===== config.mk =====
export PLATFORM = sky130hd
export DESIGN_NAME = regfile_param
export DESIGN_NICKNAME = d
export VERILOG_FILES = /design/src/rtl/regfile_pkg.sv /design/src/rtl/regfile_clear_seq.sv /design/src/rtl/regfile_param.sv
export SDC_FILE = /design/constraint.sdc
export NUM_CORES = 1
export LEC_CHECK = 0
export CORE_MARGIN = 2
export CORE_UTILIZATION = 40
export CTS_CLUSTER_DIAMETER = 200
export DETAILED_ROUTE_END_ITERATION = 10
export PLACE_DENSITY = 0.67
export SYNTH_ARGS = -nofsm -noshare
export SYNTH_HDL_FRONTEND = slang
export SYNTH_HIERARCHICAL = 1
export SYNTH_SLANG_ARGS = --single-unit
export TNS_END_PERCENT = 20

===== constraint.sdc =====
create_clock -name clock -period 5.8 [get_ports clock]
set_input_delay 1.16 -clock clock [delete_from_list [all_inputs] [get_ports clock]]
set_output_delay 1.16 -clock clock [all_outputs]
set_load 0.1 [all_outputs]

===== src/rtl/regfile_pkg.sv =====
// Shared types and defaults for the parametrised processor register file.
// Latency: n/a (package only).
// Backpressure: n/a (package only).
package regfile_pkg;

    // Default geometry, shared with the processor top so both agree.
    localparam int REGFILE_WIDTH = 16;
    localparam int REGFILE_DEPTH = 8;

    // Bulk-clear sequencer states.
    typedef enum logic [1:0] {
        IDLE  = 2'd0,
        CLEAR = 2'd1,
        DONE  = 2'd2
    } clr_state_t;

endpackage : regfile_pkg


===== src/rtl/regfile_clear_seq.sv =====
// Bulk-clear sequencer: walks a pointer over every register, one per cycle.
// Latency: clear_busy rises one cycle after clear_req; DEPTH busy cycles, then a one-cycle clear_done.
// Backpressure: none; clear_req is only looked at in IDLE and is ignored while CLEAR/DONE.
module regfile_clear_seq
    import regfile_pkg::*;
#(
    parameter  int DEPTH = REGFILE_DEPTH,
    localparam int AW    = $clog2(DEPTH)
) (
    input  logic          clock,
    input  logic          reset,
    input  logic          clear_req,
    output logic          clear_busy,
    output logic          clear_done,
    output logic          clr_we,
    output logic [AW-1:0] clr_addr
);

    // Last register index; the walk stops here so the pointer never wraps.
    localparam logic [AW-1:0] LAST_PTR = AW'(DEPTH - 1);

    clr_state_t    state;
    logic [AW-1:0] ptr;

    // Sequencer state, pointer and registered handshake outputs.
    always_ff @(posedge clock or negedge reset) begin
        if (!reset) begin
            state      <= IDLE;
            ptr        <= '0;
            clear_busy <= 1'b0;
            clear_done <= 1'b0;
        end else begin
            case (state)
                IDLE: begin
                    clear_done <= 1'b0;
                    if (clear_req) begin
                        state      <= CLEAR;
                        ptr        <= '0;
                        clear_busy <= 1'b1;
                    end
                end
                CLEAR: begin
                    if (ptr == LAST_PTR) begin
                        state      <= DONE;
                        ptr        <= '0;
                        clear_busy <= 1'b0;
                        clear_done <= 1'b1;
                    end else begin
                        ptr <= ptr + 1'b1;
                    end
                end
                DONE: begin
                    state      <= IDLE;
                    clear_done <= 1'b0;
                end
                default: begin
                    state      <= IDLE;
                    ptr        <= '0;
                    clear_busy <= 1'b0;
                    clear_done <= 1'b0;
                end
            endcase
        end
    end

    // The storage array zeroes reg[ptr] on every CLEAR cycle.
    always_comb begin
        clr_we   = (state == CLEAR);
        clr_addr = ptr;
    end

endmodule : regfile_clear_seq


===== src/rtl/regfile_param.sv =====
// WIDTH x DEPTH register file: 2 async read ports, 1 sync write port, bulk clear, dropped-write flag.
// Latency: reads combinational; writes visible next cycle (same cycle on A/B with REGFILE_BYPASS_EN).
// Backpressure: none; writes during a clear, to addresses >= DEPTH or to a hardwired zero reg are dropped and flagged.
module regfile_param
    import regfile_pkg::*;
#(
    parameter  int WIDTH    = REGFILE_WIDTH,
    parameter  int DEPTH    = REGFILE_DEPTH,
    parameter  int ZERO_REG = 0,
    localparam int AW       = $clog2(DEPTH)
) (
    input  logic                   clock,
    input  logic                   reset,
    input  logic [AW-1:0]          SA,
    input  logic [AW-1:0]          SB,
    output logic [WIDTH-1:0]       A,
    output logic [WIDTH-1:0]       B,
    input  logic [WIDTH-1:0]       D,
    input  logic [AW-1:0]          DA,
    input  logic                   W,
    input  logic                   clear_req,
    output logic                   clear_busy,
    output logic                   clear_done,
    output logic                   write_drop,
    output logic [WIDTH*DEPTH-1:0] regs
);

    // One extra bit so DEPTH itself is representable for range checks.
    localparam logic [AW:0] DEPTH_W = (AW + 1)'(DEPTH);

    logic [WIDTH-1:0] mem [DEPTH];
    logic             clr_we;
    logic [AW-1:0]    clr_addr;
    logic             wr_eff;
    logic             sa_ok;
    logic             sb_ok;
    logic             da_ok;

    regfile_clear_seq #(
        .DEPTH (DEPTH)
    ) u_clear_seq (
        .clock      (clock),
        .reset      (reset),
        .clear_req  (clear_req),
        .clear_busy (clear_busy),
        .clear_done (clear_done),
        .clr_we     (clr_we),
        .clr_addr   (clr_addr)
    );

    // Address qualification: out-of-range and hardwired-zero addresses never hit storage.
    always_comb begin
        sa_ok  = ({1'b0, SA} < DEPTH_W) && !((ZERO_REG != 0) && (SA == '0));
        sb_ok  = ({1'b0, SB} < DEPTH_W) && !((ZERO_REG != 0) && (SB == '0));
        da_ok  = ({1'b0, DA} < DEPTH_W) && !((ZERO_REG != 0) && (DA == '0));
        wr_eff = W && !clr_we && da_ok;
    end

    // Storage: the clear pointer and the write port never collide because writes are blocked in CLEAR.
    always_ff @(posedge clock or negedge reset) begin
        if (!reset) begin
            for (int i = 0; i < DEPTH; i++) begin
                mem[i] <= '0;
            end
        end else begin
            if (clr_we) begin
                mem[clr_addr] <= '0;
            end
            if (wr_eff) begin
                mem[DA] <= D;
            end
        end
    end

    // Flag any requested write that did not land, one cycle later.
    always_ff @(posedge clock or negedge reset) begin
        if (!reset) begin
            write_drop <= 1'b0;
        end else begin
            write_drop <= W && !wr_eff;
        end
    end

    // Read ports; forwarding only ever uses a write that is actually being stored.
    always_comb begin
        A = '0;
        B = '0;
        if (sa_ok) begin
            A = mem[SA];
        end
        if (sb_ok) begin
            B = mem[SB];
        end
`ifdef REGFILE_BYPASS_EN
        if (wr_eff && (SA == DA)) begin
            A = D;
        end
        if (wr_eff && (SB == DA)) begin
            B = D;
        end
`endif
    end

    // Visualization bus always shows the stored contents, never forwarded data.
    for (genvar g = 0; g < DEPTH; g++) begin : g_regs
        assign regs[g*WIDTH +: WIDTH] = mem[g];
    end

endmodule : regfile_param


==> results.cfg <==
[run_status]
status = completed

[clock_tree]
clk_pin_slew_ps = 50
cts_tree = built
post-cts-setup-buffer-count = 0
clock_sinks = 136
numCtsBuffers = 17
cts_hold_buf = 0
cts_root_buffer = clkbuf_16
h-tree-depth = 4
clockBufferDepth = 2
clock_latency_ps = 420
cts-resized-gates = 0

[synthesis]
async_flop_share_pct = 100
yosysSeqAreaShare_pct = 44.7
synth_nets = 624
avgSynthCellArea_sq_um = 12.9
syn_inst = 593
synth_ff_type = dfrtp_1
synth_edf_count = 0
ys_warn_count = 6
syn_area_sq_um = 7620
synth-seq-cells = 136
ys_types = 34

[worst_setup_path]
critical_path_class = in -> out
worstPathMaxFanout = 26
r2r_cells = 4
r2r_end = regs[34]
r2r_start = u_clear_seq/state[0]
rrSetupSlack_ps = 3500
critPathCaptureType = primary output
startpoint_type = input pin
crit_start = SB[0]
cp.required_ps = 4640
worstPathArrival_ps = 3270

[sta]
finalCritPeriodShare_pct = 76.4
worstMarginPinSlew_ps = 1110
final_max_slew_viol_count = 0
fin_skew_ps = 10.8
rsz0062_at_grt = no
final.min_clock_period_ps = 4430
fin_setup_tns_ps = 0
max_freq_mhz = 226
hold_slack_ps = 512
max_slew_margin_pct = 25.7
setup_viol = 0
finalHoldViolCount = 0

[flow_run]
drv_cap = 0

[floorplanning]
start_util_pct = 40.7
die_y_um = 142
row_count = 50
core_sq_um = 18700
die_w_um = 142
die-area_sq_um = 20200
num_io_pins = 192

[placed_design]
port_buffers = 191
gp_congestion = 0.870
dp_hpwl_um = 16900

[min_path]
hold_path_depth = 1
hold_start = u_clear_seq/clear_done
hold_path_end = u_clear_seq/clear_done
hold_class = reg -> reg

[final_layout]
syn_to_final_growth_pct = 33.6
final_nets = 799
antenna_cells = 0
drive_gt1_share_pct = 24.1

[global_route]
grt_pass1_vias = 6197
grtUsageTotal_pct = 25.8
antenna_found_initial = 0
grt_pass1_wl_um = 38500
grt_max_degree = 89
grt-ovfl-total = 0

[route]
wirelength_um = 24900
drt-initial-drc-count = 409
drtAntennaViolNets = 0
vias_per_cell = 5.77
wl_per_cell_um = 24.5
drc = 0
drt_first_pass_iters = 7
dr_total_vias = 5850
## synth_stat cells, types with 2 or more instances
cell,n,share of area (%)
a21oi_1,3,0.20
a22o_2,2,0.26
buf_1,4,0.20
buf_2,14,0.92
buf_4,12,1.2
buf_6,4,0.59
clkbuf_1,16,0.79
dfrtp_1,136,45
ha_1,2,0.33
inv_1,19,0.94
mux2_2,33,4.9
mux2i_1,128,17
mux4_2,64,19
nand2_1,129,6.4
nand3b_1,2,0.20
nand4b_1,3,0.34
nand4bb_1,3,0.44
nor2_1,2,0.099
nor3b_1,2,0.20
## critical path, cell delays in order
cell and delay, ps:
buf_2 720, buf_4 340, mux4_2 520, mux2_2 270, buf_4 230
## stage by stage
step                setup slack (ps)  std cells  cell area (sq um)  utilization [%]
finish                          1370       1013              10200             54.4
global route                    1210       1013              10200             54.4
CTS                             1330       1013              10200             54.4
detailed placement              1330        983               9570             51.2
global placement                1360        983               9570             51.2
floorplan                       2040        593               7620                -
## registers in the layout, indices dropped and copies added (netlist names)
name	count
u_clear_seq/clr_addr	3
u_clear_seq/clear_done	1
u_clear_seq/clear_busy	1
write_drop	1
regs	128
u_clear_seq/state	2
## placed cells by master (no fill, tap or decap), types with 4 or more instances in the layout
cell | synthesis | final
nand2_1 | 129 | 129
mux2i_1 | 128 | 128
bufinv_16 | 0 | 4
buf_4 | 12 | 47
inv_1 | 19 | 19
mux4_2 | 64 | 64
clkbuf_16 | 0 | 17
clkdlybuf4s50_1 | 0 | 154
mux2_2 | 33 | 33
dfrtp_1 | 136 | 136
buf_2 | 14 | 4
clkinv_2 | 0 | 4
## how the worst max path moves through the flow
stage	cells after the start	endpoint	slack [ps]
after floorplan	4	B[10]	2040
after global placement	5	B[1]	1360
after detailed placement	5	B[1]	1330
after CTS	5	B[1]	1330
after global routing	5	B[2]	1210
final	5	B[1]	1370
## area by class of cell
cell class | instances | area (sq um)
sequential | 136 | 3400
multi-input combinational | 388 | 3880
clock buffer | 21 | 460
clock inverter | 9 | 149
fill | 1568 | 8530
timing repair buffer | 206 | 1930
inverter | 19 | 71.3
tap | 234 | 293
## logic make-up (layout without fill, tap and decap cells)
kind of cell / count (synthesis) / after routing / synth area share (%)
fa+ha+maj: 2 / 2 / 0.328
mux: 225 / 225 / 40.6
flops: 136 / 136 / 44.7
simple gates: 154 / 154 / 9.16
compound gates: 7 / 7 / 0.640
buf+inv: 69 / 255 / 4.61
## routing by layer
| layer | GRT usage, % | vias up | share of wire (%) |
|---|---|---|---|
| li1 | - | 2499 | - |
| met2 | 42.3 | 261 | 49 |
| met3 | 6.19 | 38 | 7.6 |
| met5 | 0 | - | 0 |
| met4 | 8.21 | 0 | 2.2 |
| met1 | 34.2 | 3052 | 41 |
Power is not shown: default switching activity piles up to over one toggle a cycle in this logic, so the estimate is an artifact.
